[src/rtl/mips_pkg.sv]
// Shared MIPS32 pipeline definitions: memory-op encodings, MEM-stage FSM states and
// CP0 exception codes, plus small decode helpers used across the MEM stage.
package mips_pkg;

  typedef enum logic [3:0] {
    MEM_OP_NONE = 4'd0,
    MEM_OP_LB   = 4'd1,
    MEM_OP_LBU  = 4'd2,
    MEM_OP_LH   = 4'd3,
    MEM_OP_LHU  = 4'd4,
    MEM_OP_LW   = 4'd5,
    MEM_OP_SB   = 4'd6,
    MEM_OP_SH   = 4'd7,
    MEM_OP_SW   = 4'd8
  } mem_op_e;

  typedef enum logic [1:0] {
    MEM_IDLE     = 2'd0,
    MEM_WAIT_ACK = 2'd1,
    MEM_DONE     = 2'd2
  } mem_state_e;

  localparam logic [4:0] EXC_ADEL = 5'd4;
  localparam logic [4:0] EXC_ADES = 5'd5;

  // Unused encodings 9..15 collapse to NONE so they never start a bus cycle.
  function automatic mem_op_e to_mem_op(input logic [3:0] raw);
    return (raw <= 4'd8) ? mem_op_e'(raw) : MEM_OP_NONE;
  endfunction

  function automatic logic is_load(input mem_op_e op);
    return op inside {MEM_OP_LB, MEM_OP_LBU, MEM_OP_LH, MEM_OP_LHU, MEM_OP_LW};
  endfunction

  function automatic logic is_store(input mem_op_e op);
    return op inside {MEM_OP_SB, MEM_OP_SH, MEM_OP_SW};
  endfunction

  function automatic logic is_misaligned(input mem_op_e op, input logic [1:0] off);
    case (op)
      MEM_OP_LH, MEM_OP_LHU, MEM_OP_SH: return off[0];
      MEM_OP_LW, MEM_OP_SW:             return |off;
      default:                          return 1'b0;
    endcase
  endfunction

endpackage

[src/rtl/mem_access_unit_lane.sv]
// Byte-lane steering for the MEM stage: builds byte enables and replicated store data for a
// new request, and extracts/extends the addressed lane of returning load data.
module mem_lane_align
  import mips_pkg::*;
(
  input  mem_op_e     req_op_i,
  input  logic [1:0]  req_off_i,
  input  logic [31:0] store_data_i,
  input  mem_op_e     rsp_op_i,
  input  logic [1:0]  rsp_off_i,
  input  logic [31:0] rdata_i,
  output logic [3:0]  sel_o,
  output logic [31:0] wdata_o,
  output logic [31:0] load_data_o
);

  logic [7:0]  rsp_byte;
  logic [15:0] rsp_half;

  // NOTE: every output gets a default first so no path through the case can infer a latch.
  always_comb begin
    sel_o   = 4'b0000;
    wdata_o = store_data_i;
    unique case (req_op_i)
      MEM_OP_LB, MEM_OP_LBU, MEM_OP_SB: begin
        sel_o   = 4'b0001 << req_off_i;
        wdata_o = {4{store_data_i[7:0]}};
      end
      MEM_OP_LH, MEM_OP_LHU, MEM_OP_SH: begin
        sel_o   = req_off_i[1] ? 4'b1100 : 4'b0011;
        wdata_o = {2{store_data_i[15:0]}};
      end
      MEM_OP_LW, MEM_OP_SW: sel_o = 4'b1111;
      default: ;
    endcase
  end

  assign rsp_byte = rdata_i[{rsp_off_i, 3'b000} +: 8];
  assign rsp_half = rsp_off_i[1] ? rdata_i[31:16] : rdata_i[15:0];

  always_comb begin
    load_data_o = rdata_i;
    unique case (rsp_op_i)
      MEM_OP_LB:  load_data_o = {{24{rsp_byte[7]}}, rsp_byte};
      MEM_OP_LBU: load_data_o = {24'h0, rsp_byte};
      MEM_OP_LH:  load_data_o = {{16{rsp_half[15]}}, rsp_half};
      MEM_OP_LHU: load_data_o = {16'h0, rsp_half};
      default: ;
    endcase
  end

endmodule

[src/rtl/mem_access_unit.sv]
// MEM-stage load/store engine: issues one req/ack bus access per memory instruction, stalls
// the pipeline while it is outstanding, and reports misalignment and bus timeouts to CP0.
module mem_access_unit
  import mips_pkg::*;
#(
  parameter int unsigned TIMEOUT_CYC = 64
) (
  input  logic        clk,
  input  logic        rst,
  input  logic        op_valid,
  input  logic [3:0]  mem_op,
  input  logic [31:0] addr,
  input  logic [31:0] store_data,
  input  logic        flush,
  output logic        bus_req,
  output logic        bus_we,
  output logic [3:0]  bus_sel,
  output logic [31:0] bus_addr,
  output logic [31:0] bus_wdata,
  input  logic        bus_ack,
  input  logic [31:0] bus_rdata,
  output logic [31:0] mem_rdata,
  output logic        stall_req,
  output logic        addr_err_load,
  output logic        addr_err_store,
  output logic [31:0] bad_vaddr,
  output logic        bus_err
);

  localparam int unsigned CNT_W = $clog2(TIMEOUT_CYC + 1);

  mem_state_e       state_q, state_d;
  logic [CNT_W-1:0] cnt_q, cnt_d, cnt_inc;
  logic             flushed_q, flushed_d;
  mem_op_e          op_q, op_d;
  logic [1:0]       off_q, off_d;
  logic             bus_req_q, bus_req_d, bus_we_q, bus_we_d, bus_err_q, bus_err_d;
  logic [3:0]       bus_sel_q, bus_sel_d;
  logic [31:0]      bus_addr_q, bus_addr_d, bus_wdata_q, bus_wdata_d;
  logic [31:0]      mem_rdata_q, mem_rdata_d, bad_vaddr_q, bad_vaddr_d;

  mem_op_e     op_in;
  logic        access, misaligned;
  logic [3:0]  sel_new;
  logic [31:0] wdata_new, load_data;

  assign op_in      = to_mem_op(mem_op);
  assign access     = op_valid && (op_in != MEM_OP_NONE);
  assign misaligned = is_misaligned(op_in, addr[1:0]);
  assign cnt_inc    = cnt_q + 1'b1;

  mem_lane_align u_lane (
    .req_op_i     (op_in),
    .req_off_i    (addr[1:0]),
    .store_data_i (store_data),
    .rsp_op_i     (op_q),
    .rsp_off_i    (off_q),
    .rdata_i      (bus_rdata),
    .sel_o        (sel_new),
    .wdata_o      (wdata_new),
    .load_data_o  (load_data)
  );

  always_comb begin
    state_d        = state_q;
    cnt_d          = cnt_q;
    flushed_d      = flushed_q;
    op_d           = op_q;
    off_d          = off_q;
    bus_req_d      = bus_req_q;
    bus_we_d       = bus_we_q;
    bus_sel_d      = bus_sel_q;
    bus_addr_d     = bus_addr_q;
    bus_wdata_d    = bus_wdata_q;
    mem_rdata_d    = mem_rdata_q;
    bad_vaddr_d    = bad_vaddr_q;
    bus_err_d      = 1'b0;
    stall_req      = 1'b0;
    addr_err_load  = 1'b0;
    addr_err_store = 1'b0;
    unique case (state_q)
      MEM_IDLE: begin
        if (access && misaligned) begin
          addr_err_load  = is_load(op_in);
          addr_err_store = is_store(op_in);
          bad_vaddr_d    = addr;
        end else if (access && !flush) begin
          stall_req   = 1'b1;
          state_d     = MEM_WAIT_ACK;
          cnt_d       = '0;
          flushed_d   = 1'b0;
          op_d        = op_in;
          off_d       = addr[1:0];
          bus_req_d   = 1'b1;
          bus_we_d    = is_store(op_in);
          bus_sel_d   = sel_new;
          bus_addr_d  = {addr[31:2], 2'b00};
          bus_wdata_d = wdata_new;
        end
      end
      MEM_WAIT_ACK: begin
        stall_req = 1'b1;
        flushed_d = flushed_q | flush;
        if (bus_ack) begin
          // A flushed access still has to finish on the bus, but its result is discarded.
          bus_req_d = 1'b0;
          if (flushed_q || flush) begin
            state_d = MEM_IDLE;
          end else begin
            state_d = MEM_DONE;
            if (is_load(op_q)) mem_rdata_d = load_data;
          end
        end else if (cnt_inc == CNT_W'(TIMEOUT_CYC)) begin
          bus_req_d = 1'b0;
          bus_err_d = 1'b1;
          state_d   = MEM_IDLE;
        end else begin
          cnt_d = cnt_inc;
        end
      end
      MEM_DONE: state_d = MEM_IDLE;
      default:  state_d = MEM_IDLE;
    endcase
    if (rst) begin
      stall_req      = 1'b0;
      addr_err_load  = 1'b0;
      addr_err_store = 1'b0;
    end
  end

  // NOTE: state uses non-blocking assignments so every register samples pre-edge values.
  always_ff @(posedge clk or posedge rst) begin
    if (rst) begin
      state_q     <= MEM_IDLE;
      cnt_q       <= '0;
      flushed_q   <= 1'b0;
      op_q        <= MEM_OP_NONE;
      off_q       <= 2'b00;
      bus_req_q   <= 1'b0;
      bus_we_q    <= 1'b0;
      bus_sel_q   <= 4'b0000;
      bus_addr_q  <= '0;
      bus_wdata_q <= '0;
      mem_rdata_q <= '0;
      bad_vaddr_q <= '0;
      bus_err_q   <= 1'b0;
    end else begin
      state_q     <= state_d;
      cnt_q       <= cnt_d;
      flushed_q   <= flushed_d;
      op_q        <= op_d;
      off_q       <= off_d;
      bus_req_q   <= bus_req_d;
      bus_we_q    <= bus_we_d;
      bus_sel_q   <= bus_sel_d;
      bus_addr_q  <= bus_addr_d;
      bus_wdata_q <= bus_wdata_d;
      mem_rdata_q <= mem_rdata_d;
      bad_vaddr_q <= bad_vaddr_d;
      bus_err_q   <= bus_err_d;
    end
  end

  assign bus_req   = bus_req_q;
  assign bus_we    = bus_we_q;
  assign bus_sel   = bus_sel_q;
  assign bus_addr  = bus_addr_q;
  assign bus_wdata = bus_wdata_q;
  assign mem_rdata = mem_rdata_q;
  assign bus_err   = bus_err_q;
  assign bad_vaddr = (addr_err_load || addr_err_store) ? addr : bad_vaddr_q;

endmodule

[config.mk]
export PLATFORM = sky130hd
export DESIGN_NAME = mem_access_unit
export DESIGN_NICKNAME = d
export VERILOG_FILES = /design/src/rtl/mips_pkg.sv /design/src/rtl/mem_access_unit_lane.sv /design/src/rtl/mem_access_unit.sv
export SDC_FILE = /design/constraint.sdc
export NUM_CORES = 1
export LEC_CHECK = 0
export BUFFER_PORTS_ARGS = -buffer_cell sky130_fd_sc_hd__buf_2
export CAP_MARGIN = 20
export CORE_MARGIN = 4
export CORE_UTILIZATION = 40
export CTS_CLUSTER_DIAMETER = 200
export DETAILED_ROUTE_END_ITERATION = 10
export PLACE_DENSITY = 0.63
export SLEW_MARGIN = 20
export SYNTH_ARGS = -nofsm -noshare
export SYNTH_HDL_FRONTEND = slang
export SYNTH_SLANG_ARGS = --single-unit
[constraint.sdc]
create_clock -name clk -period 7.1 [get_ports clk]
set_input_delay 0.71 -clock clk [delete_from_list [all_inputs] [get_ports clk]]
set_output_delay 0.71 -clock clk [all_outputs]
set_load 0.05 [all_outputs]
==> results.py <==
metrics = {
    "cells_and_area": {
        "final_cell_mix": "buf_2 (240), dfrtp_1 (149), mux2_2 (78)",
        "mostFrequentLayoutCell": "buf_2",
        "antenna_cells": 0,
        "nets": 990,
        "final_layout_size_suffix_gt1_share_pct": 41.6,
        "area_growth_pct": 26.2,
    },
    "floorplanning": {
        "start_util_pct": 41.1,
        "io_pins": 243,
        "die_x_um": 145,
        "core_mm2": 0.0181,
        "die_h_um": 145,
        "rows": 49,
        "die_area_mm2": 0.0209,
    },
    "synth": {
        "netlist_area_mm2": 0.00747,
        "ys.flop_type": "dfrtp_1",
        "yosysSeqAreaShare_pct": 49.9,
        "syn_avg_cell_area_um2": 11.3,
        "ys_types": 64,
        "synth-async-reset-ratio_pct": 100,
        "ys_warn_count": 0,
        "synthCells": 662,
        "synth_edf_count": 0,
        "ys_seq_elements": 149,
    },
    "cts": {
        "clk_latency_ns": 0.42,
        "cts_resized": 0,
        "clk_pin_slew_ns": 0.06,
        "cts_buffer_depth": 2,
        "htreeDepth": 4,
        "cts_tree": "done",
        "cts_buffers": 17,
        "cts-hold-fix-buffers": 0,
        "cts_sinks": 149,
        "cts_root_buf": "clkbuf_16",
        "postCtsSetupBuffers": 0,
    },
    "setup_path": {
        "path_class": "register to primary output",
        "startpoint_type": "register",
        "cp.arrival_ns": 3.77,
        "crit_fanout": 34,
        "critPathRequiredTime_ns": 6.39,
        "critPathCaptureType": "primary output",
    },
    "job": {
        "max_cap_violations": 0,
    },
    "timing": {
        "rsz0062_at_grt": "false",
        "fin_tns_setup_ns": 0,
        "relSlewSlack_pct": 34.8,
        "drv_slew": 0,
        "worst_pin_slew_ns": 0.975,
        "fin_worst_skew_ns": 0.0109,
        "finalCriticalPeriod_ns": 4.48,
        "finalHoldViolations": 0,
        "finalSetupViolCount": 0,
        "fmax_ghz": 0.223,
        "period_share_pct": 63.1,
    },
    "power": {
        "irDropWorstVdd_mv": 0.245,
        "total_power_w": 0.00420,
        "powerDensity_mw_per_mm2": 446,
        "power.leakage_nw": 4.45,
    },
    "global_routing": {
        "grt.overflow.total": 0,
        "grt_util_all_layers_pct": 19.8,
        "grt_pass1_wl_um": 32200,
        "grt_max_degree": 79,
        "antenna_found_initial": 0,
        "grt_pass1_vias": 6032,
    },
    "detailed_routing": {
        "drt_iter0_drc": 306,
        "vias_per_cell": 5.27,
        "dr.pass1.iters": 5,
        "wl_per_cell_um": 18.1,
        "route.detailed.drc": 0,
        "wl_um": 20400,
        "vias": 5930,
        "antenna_left": 0,
    },
    "placed_design": {
        "port_buffers": 240,
        "place.detailed.hpwl_um": 14600,
        "gp_congestion": 0.840,
    },
    "status": {
        "outcome": "finished clean",
    },
    "hold_path": {
        "holdCritPathClass": "input pin to asynchronous set/reset pin",
    },
}
-- where the power goes --
group          internal [W]  switching, W
combinational      0.000513       0.00142
sequential          0.00114      0.000187
clock              0.000571      0.000375
total               0.00222       0.00198
-- worst max-delay path, cell delays in order (launching register included) --
cell and delay [ns]:
dfrtp_1 0.51, nor3b_1 0.27, nand3_1 0.47, a21oi_4 0.26, buf_4 0.41, nand2_2 0.58, a2111oi_2 0.48, buf_2 0.35
-- cell type report --
| type | count | area (µm²) |
|---|---|---|
| timing repair buffer | 244 | 1230 |
| clock inverter | 12 | 168 |
| inverter | 18 | 72.6 |
| fill | 1665 | 8730 |
| multi-input combinational | 454 | 3490 |
| sequential | 149 | 3730 |
| tap | 229 | 287 |
| clock buffer | 20 | 447 |
-- path summary, 6_finish.rpt --
| path | startpoint | to | slack, ns | cells past startpoint |
|---|---|---|---|---|
| worst max-delay path | state_q[0] | addr_err_load | 2.62 | 7 |
| worst min-delay path | rst | bad_vaddr_q[6] | 0.41 | 2 |
| worst max register to register | state_q[0] | bus_addr[16] | 3.97 | 5 |
| worst min register to register | mem_rdata[11] | mem_rdata[11] | 0.48 | 2 |
| max in group asynchronous | rst | bus_wdata[4] | 5.30 | 3 |
| min in group clk | mem_rdata[11] | mem_rdata[11] | 0.48 | 2 |
-- state kept, by name (all words and copies together) (netlist names) --
name,count
bus_wdata,32
flushed_q,1
state_q,2
bus_addr,30
cnt_q,7
bus_err,1
bus_we,1
bus_req,1
bus_sel,4
op_q,4
off_q,2
bad_vaddr_q,32
mem_rdata,32
-- per-stage QoR --
step / util (%) / setup slack (ns) / std cells / area [µm²] / hold WS [ns]
6_report: 51.9 / 2.62 / 1126 / 9420 / 0.405
5_1_grt: 51.9 / 2.25 / 1126 / 9420 / 0.472
4_1_cts: 51.9 / 2.51 / 1126 / 9420 / 0.445
3_5_place_dp: 48.5 / 2.52 / 1094 / 8800 / 0.469
3_3_place_gp: 48.5 / 2.66 / 1094 / 8800 / 0.460
2_1_floorplan: - / 0.757 / 663 / 7470 / 0.434
-- cells in the mapped netlist, drive strengths merged, types with 4 or more instances --
cell | count | area, µm²
dfrtp | 149 | 3730
a22o | 15 | 131
nand2b | 4 | 25.0
o31ai | 11 | 82.6
nor2b | 5 | 31.3
inv | 18 | 67.6
o22ai | 7 | 43.8
mux2 | 135 | 1540
buf | 25 | 153
o21ai | 43 | 215
clkbuf | 17 | 63.8
nand3 | 4 | 20.0
nor3b | 4 | 30.0
a311oi | 7 | 61.3
mux2i | 21 | 210
a21oi | 48 | 267
nor2 | 43 | 169
nand2 | 54 | 205
a31oi | 4 | 25.0
-- cells by family (layout without fill, tap and decap cells) --
kind of cell / after synthesis / after routing / synth area share (%)
multiplexers: 157 / 157 / 23.7
AO/OA/AOI/OAI: 157 / 157 / 13.6
adder cells (fa/ha/maj): 1 / 1 / 0.168
XOR/XNOR: 1 / 1 / 0.117
flip-flops: 149 / 149 / 49.9
buffers and inverters: 60 / 294 / 3.80
other: 1 / 2 / 0.0502
AND/OR/NAND/NOR: 136 / 136 / 8.61
-- per-layer routing --
metal | track usage, % | routed length (µm)
met2 | 31.1 | 9530
met3 | 6.65 | 1750
met1 | 25.9 | 8790
met4 | 6.38 | 330
met5 | 0 | 0
Note: power is estimated with default switching activity, not from simulation.
